## config.mk

```make
export PLATFORM = sky130hd
export DESIGN_NAME = onehot_reg_file
export DESIGN_NICKNAME = d
export VERILOG_FILES = /design/src/rtl/onehot_reg_file.sv
export SDC_FILE = /design/constraint.sdc
export NUM_CORES = 1
export LEC_CHECK = 0
export BUFFER_PORTS_ARGS = -buffer_cell sky130_fd_sc_hd__buf_2
export CAP_MARGIN = 20
export CORE_ASPECT_RATIO = 1.5
export CORE_MARGIN = 2
export CORE_UTILIZATION = 27
export CTS_BUF_LIST = sky130_fd_sc_hd__clkbuf_4 sky130_fd_sc_hd__clkbuf_8 sky130_fd_sc_hd__clkbuf_16
export DETAILED_ROUTE_END_ITERATION = 7
export GPL_TIMING_DRIVEN = 0
export PLACE_DENSITY_LB_ADDON = 0.1
export RECOVER_POWER = 100
export SETUP_SLACK_MARGIN = 0.3
export SYNTH_ARGS = -nofsm -noshare
export SYNTH_HDL_FRONTEND = slang
export SYNTH_SLANG_ARGS = --single-unit
```

## constraint.sdc

```tcl
create_clock -name clk -period 2.8 [get_ports clk]
set_input_delay 0.28 -clock clk [delete_from_list [all_inputs] [get_ports clk]]
set_output_delay 0.28 -clock clk [all_outputs]
set_load 0.01 [all_outputs]
```

## src/rtl/onehot_reg_file.sv

```systemverilog
// ----------------------------------------------------------------------------
// onehot_reg_file
//
// Eight-entry register file written through a one-hot select word coming from
// an upstream 3-to-8 decoder, with two independent registered read ports.
// Writes whose select word is not exactly one-hot are dropped and reported
// through a sticky flag and a saturating counter.
//
// Parameters
//   WIDTH    data width of every register and data port
//   ZERO_R0  1: register 0 is hard-wired to zero (writes accepted, discarded)
//            0: register 0 is an ordinary register
//
// Ports
//   clk        rising-edge clock
//   rst_n      synchronous active-low reset
//   wr_en      write request
//   wr_sel     one-hot register select (bit k -> register k)
//   wr_data    write data
//   rd_addr_a  read port A binary address
//   rd_addr_b  read port B binary address
//   clr_err    clears sel_err and err_cnt
//   rd_data_a  registered read data, port A
//   rd_data_b  registered read data, port B
//   sel_err    sticky: a write was rejected for a malformed select
//   err_cnt    rejected-write count, saturating at 15
// ----------------------------------------------------------------------------
module onehot_reg_file #(
    parameter int WIDTH   = 16,
    parameter int ZERO_R0 = 1
) (
    input  logic             clk,
    input  logic             rst_n,
    input  logic             wr_en,
    input  logic [7:0]       wr_sel,
    input  logic [WIDTH-1:0] wr_data,
    input  logic [2:0]       rd_addr_a,
    input  logic [2:0]       rd_addr_b,
    input  logic             clr_err,
    output logic [WIDTH-1:0] rd_data_a,
    output logic [WIDTH-1:0] rd_data_b,
    output logic             sel_err,
    output logic [3:0]       err_cnt
);

    logic [WIDTH-1:0] regs_reg [8];
    logic [WIDTH-1:0] rd_data_a_reg;
    logic [WIDTH-1:0] rd_data_b_reg;
    logic             sel_err_reg;
    logic [3:0]       err_cnt_reg;

    logic             sel_onehot;
    logic             wr_valid;
    logic             wr_malformed;
    logic [7:0]       wr_strobe;
    logic [WIDTH-1:0] rd_a_next;
    logic [WIDTH-1:0] rd_b_next;

    // Exactly one bit set: non-zero and clearing the lowest set bit leaves zero.
    assign sel_onehot   = (wr_sel != 8'd0) && ((wr_sel & (wr_sel - 8'd1)) == 8'd0);
    assign wr_valid     = wr_en && sel_onehot;
    assign wr_malformed = wr_en && !sel_onehot;

    // Per-register write strobes. With a hard-wired r0 its strobe is tied off,
    // which also suppresses bypass for address 0 and keeps regs_reg[0] at zero.
    genvar gi;
    generate
        for (gi = 0; gi < 8; gi++) begin : g_strobe
            if (gi == 0 && ZERO_R0 != 0) begin : g_zero
                assign wr_strobe[gi] = 1'b0;
            end else begin : g_normal
                assign wr_strobe[gi] = wr_valid & wr_sel[gi];
            end
        end
    endgenerate

    // Write-through bypass: a read of the register being written this cycle
    // returns the new data after the edge.
    always_comb begin
        rd_a_next = regs_reg[rd_addr_a];
        rd_b_next = regs_reg[rd_addr_b];
        if (wr_strobe[rd_addr_a]) begin
            rd_a_next = wr_data;
        end
        if (wr_strobe[rd_addr_b]) begin
            rd_b_next = wr_data;
        end
    end

    always_ff @(posedge clk) begin
        if (!rst_n) begin
            for (int i = 0; i < 8; i++) begin
                regs_reg[i] <= '0;
            end
            rd_data_a_reg <= '0;
            rd_data_b_reg <= '0;
            sel_err_reg   <= 1'b0;
            err_cnt_reg   <= 4'd0;
        end else begin
            for (int i = 0; i < 8; i++) begin
                if (wr_strobe[i]) begin
                    regs_reg[i] <= wr_data;
                end
            end
            rd_data_a_reg <= rd_a_next;
            rd_data_b_reg <= rd_b_next;

            // A malformed write in the same cycle as a clear wins: the count
            // restarts at one rather than zero.
            if (wr_malformed) begin
                sel_err_reg <= 1'b1;
                if (clr_err) begin
                    err_cnt_reg <= 4'd1;
                end else if (err_cnt_reg != 4'd15) begin
                    err_cnt_reg <= err_cnt_reg + 4'd1;
                end
            end else if (clr_err) begin
                sel_err_reg <= 1'b0;
                err_cnt_reg <= 4'd0;
            end
        end
    end

    assign rd_data_a = rd_data_a_reg;
    assign rd_data_b = rd_data_b_reg;
    assign sel_err   = sel_err_reg;
    assign err_cnt   = err_cnt_reg;

endmodule
```

==> impl_results.md <==
- Outcome: complete, no violations
- CTS tree: built
- Core ar.: 26700 sq um
- Max clock buf depth: 2
- R2R depth: 5
- Ys flop type: edfxtp_1
- Vias in the first global route: 5537
- Unrepaired setup endpoints after global routing: true
- Cell Area, Synth: ~7300 sq um
- Lkg Pwr: between 3 and 4 nW
- Commonest non-fill, non-tap cell in the layout: edfxtp_1
- FP Rows: 73
- Clock sink total: 149
- Worst slew pin tran: approximately 1000 ps
- Antenna violations before repair: 0
- Slew HR: 0.348
- # nets final: 716
- Antenna-violating nets left: 0
- Reg-to-reg endpoint: err_cnt[3]
- CTS HTree Levels: 4
- Fin. max-slew vios: 0
- Wirelength, routed: around 24000 microns
- Largest net degree at the start of global routing: 17
- Total track usage: 0.176
- Setup Skew: a little over 8 ps
- Worst R2R Start: err_cnt[0]
- Number of synthesized flops with an enable pin: 112
- WL/cell: about 24 microns
- Worst setup startpoint: wr_sel[3]
- Syn Inst Count: 597
- Final Wtd Congestion: between 0.7 and 0.8
- Syn_nets: between 600 and 700
- Worst-Skew Late Latency: 430 ps
- N_diodes: 0
- Drc violations: 0
- Initial Utilization: 0.275
- Share of post-route cells with drive strength above 1: 0.219
- Num CTS Buffers: 17
- PwrDens: 656 nW/um^2
- Final setup margin: between 100 and 150 ps
- Arrival @ worst endpoint: approximately 2800 ps
- Max reg flops: about 110
- Syn Area/Cell: roughly 12 sq um
- CP required: about 2900 ps
- Final instance area: 8680 sq um
- Iteration-0 DRC Markers: between 400 and 500
- Worst Path Max Fanout: 16
- Hold Buf Count CTS: 0
- Startpoint types: primary input
- Netlist cell types: 45
- CTS Root Cell: clkbuf_16
- Max Freq: 0.370 GHz
- Setup violations, final: 0
- Number of max-cap violations: 0
- Final Hold Viols: 0
- Area grow syn2layout: 18.2%
- Number of synthesized register bits: between 100 and 150
- Kind of critical path: in -> reg
- Die span in x: approximately 140 microns
- First-pass DRT Iterations: 5
- Buffers added on ports: 63
- Placed Instance Area: 8090 sq um
- First-pass GRT wire length: roughly 36000 microns
- Commonest cells after routing, fill and taps aside: 112 x edfxtp_1, 88 x nand2_1, 83 x nor2_1
- Clk slew on worst S/H paths: around 60 ps
- Tmin final: around 2700 ps
- Die H: 206 microns
- CP Capture Type: flop
- GRT overflow: 0
- Synthesis Warnings: 0
- DR vias: about 5200
- R2R Setup Slk: a little over 700 ps
- Dpl hpwl: around 17000 microns
- Setup WS pre-CTS: -442 ps
- Worst Setup EP: regs_reg[5][9]
- Sequential area share after synthesis: 0.559
- Final Cycle Share: 0.964
- Share of synthesized flip-flops with an asynchronous set or reset: 0
- # IOs: slightly above 70
- HP Class: in -> reg
- Die ar.: around 29000 sq um
- Peak VDD IR: 0.412 mV
- Via density: about 5.0
## worst max-delay path: stages
cell and delay (ps):
buf_2 160, or4_4 570, or4_1 610, nand2_8 160, nand3_2 240, buf_2 320
nand2_2 410
## metrics by stage
step                instances  TNS [ps]  power, mW  hold slack (ps)   util
floorplan                 597         0       3.02              471      -
global placement          997    -34810       3.30              460  0.303
detailed placement        997    -35970       3.31              470  0.303
CTS                      1031         0       5.76              155  0.329
global route             1031     -3.87       5.88              181  0.325
finish                   1031         0       5.69              171  0.325
## worst min-delay path by stage
| stage | startpoint | to | slack, ps | cells after the start |
|---|---|---|---|---|
| finish | clr_err | sel_err | 170 | 4 |
| global route | clr_err | err_cnt[0] | 180 | 3 |
| CTS | clr_err | sel_err | 150 | 4 |
| detailed placement | sel_err | sel_err | 470 | 2 |
| global placement | sel_err | sel_err | 460 | 2 |
| floorplan | clr_err | sel_err | 470 | 3 |
## metal layers
metal  track usage  up-vias  routed length [microns]
met5             0        -                        0
met4        0.0758        0                      859
li1              -     2362                        -
met3        0.0310       35                     1060
met1         0.199     2616                     9550
met2         0.326      183                    13000
## Yosys cell counts, types with 2 or more instances
library cell | count | area, sq um
inv_1 | 18 | 67.6
mux4_1 | 2 | 52.6
nor2_1 | 83 | 312
o31ai_1 | 2 | 15.0
a22oi_1 | 33 | 248
buf_1 | 2 | 7.51
nor2b_1 | 2 | 12.5
edfxtp_1 | 112 | 3360
dfxtp_1 | 37 | 741
buf_6 | 3 | 33.8
nand3_2 | 5 | 50.1
nor3_1 | 2 | 10.0
mux2_2 | 34 | 383
o21ai_0 | 36 | 180
nand3_1 | 3 | 15.0
buf_2 | 5 | 25.0
a211oi_1 | 2 | 15.0
a21boi_0 | 2 | 15.0
mux2i_1 | 32 | 320
or4_4 | 2 | 22.5
nand2_1 | 93 | 349
o211ai_1 | 2 | 15.0
clkbuf_1 | 32 | 120
mux4_2 | 32 | 721
## cell type report
class                      count  area [sq um]
buffer                        44           201
clock buffer                  26           582
clock inverter                 6          55.1
fill                        2780         18000
inverter                      18          67.6
multi-input combinational    386          2960
sequential                   149          4100
tap                          337           422
timing repair buffer          65           285
## power by group
| part | switching, mW | leakage, nW | total, mW | internal [mW] |
|---|---|---|---|---|
| logic | 0.410 | 1.58 | 0.657 | 0.248 |
| registers | 0.0636 | 1.38 | 2.59 | 2.52 |
| clock network | 0.922 | 0.323 | 2.44 | 1.52 |
| total | 1.40 | 3.28 | 5.69 | 4.29 |
## timing repair
item                                    CTS  global route
resized for setup                         4             5
endpoints found under the setup margin  112           120
setup buffers                             2             0
## kinds of logic (layout without fill, tap and decap cells)
| group | count (synthesis) | count (layout) | synth area share |
|---|---|---|---|
| multiplexers | 100 | 100 | 0.201 |
| AO/OA/AOI/OAI | 85 | 85 | 0.0827 |
| flip-flops | 149 | 149 | 0.559 |
| AND/OR/NAND/NOR | 199 | 199 | 0.117 |
| buffers and inverters | 62 | 159 | 0.0370 |
| adder cells (fa/ha/maj) | 1 | 1 | 0.00170 |
| XOR/XNOR | 1 | 1 | 0.00119 |
No activity file was read; power rests on OpenSTA's default activity.
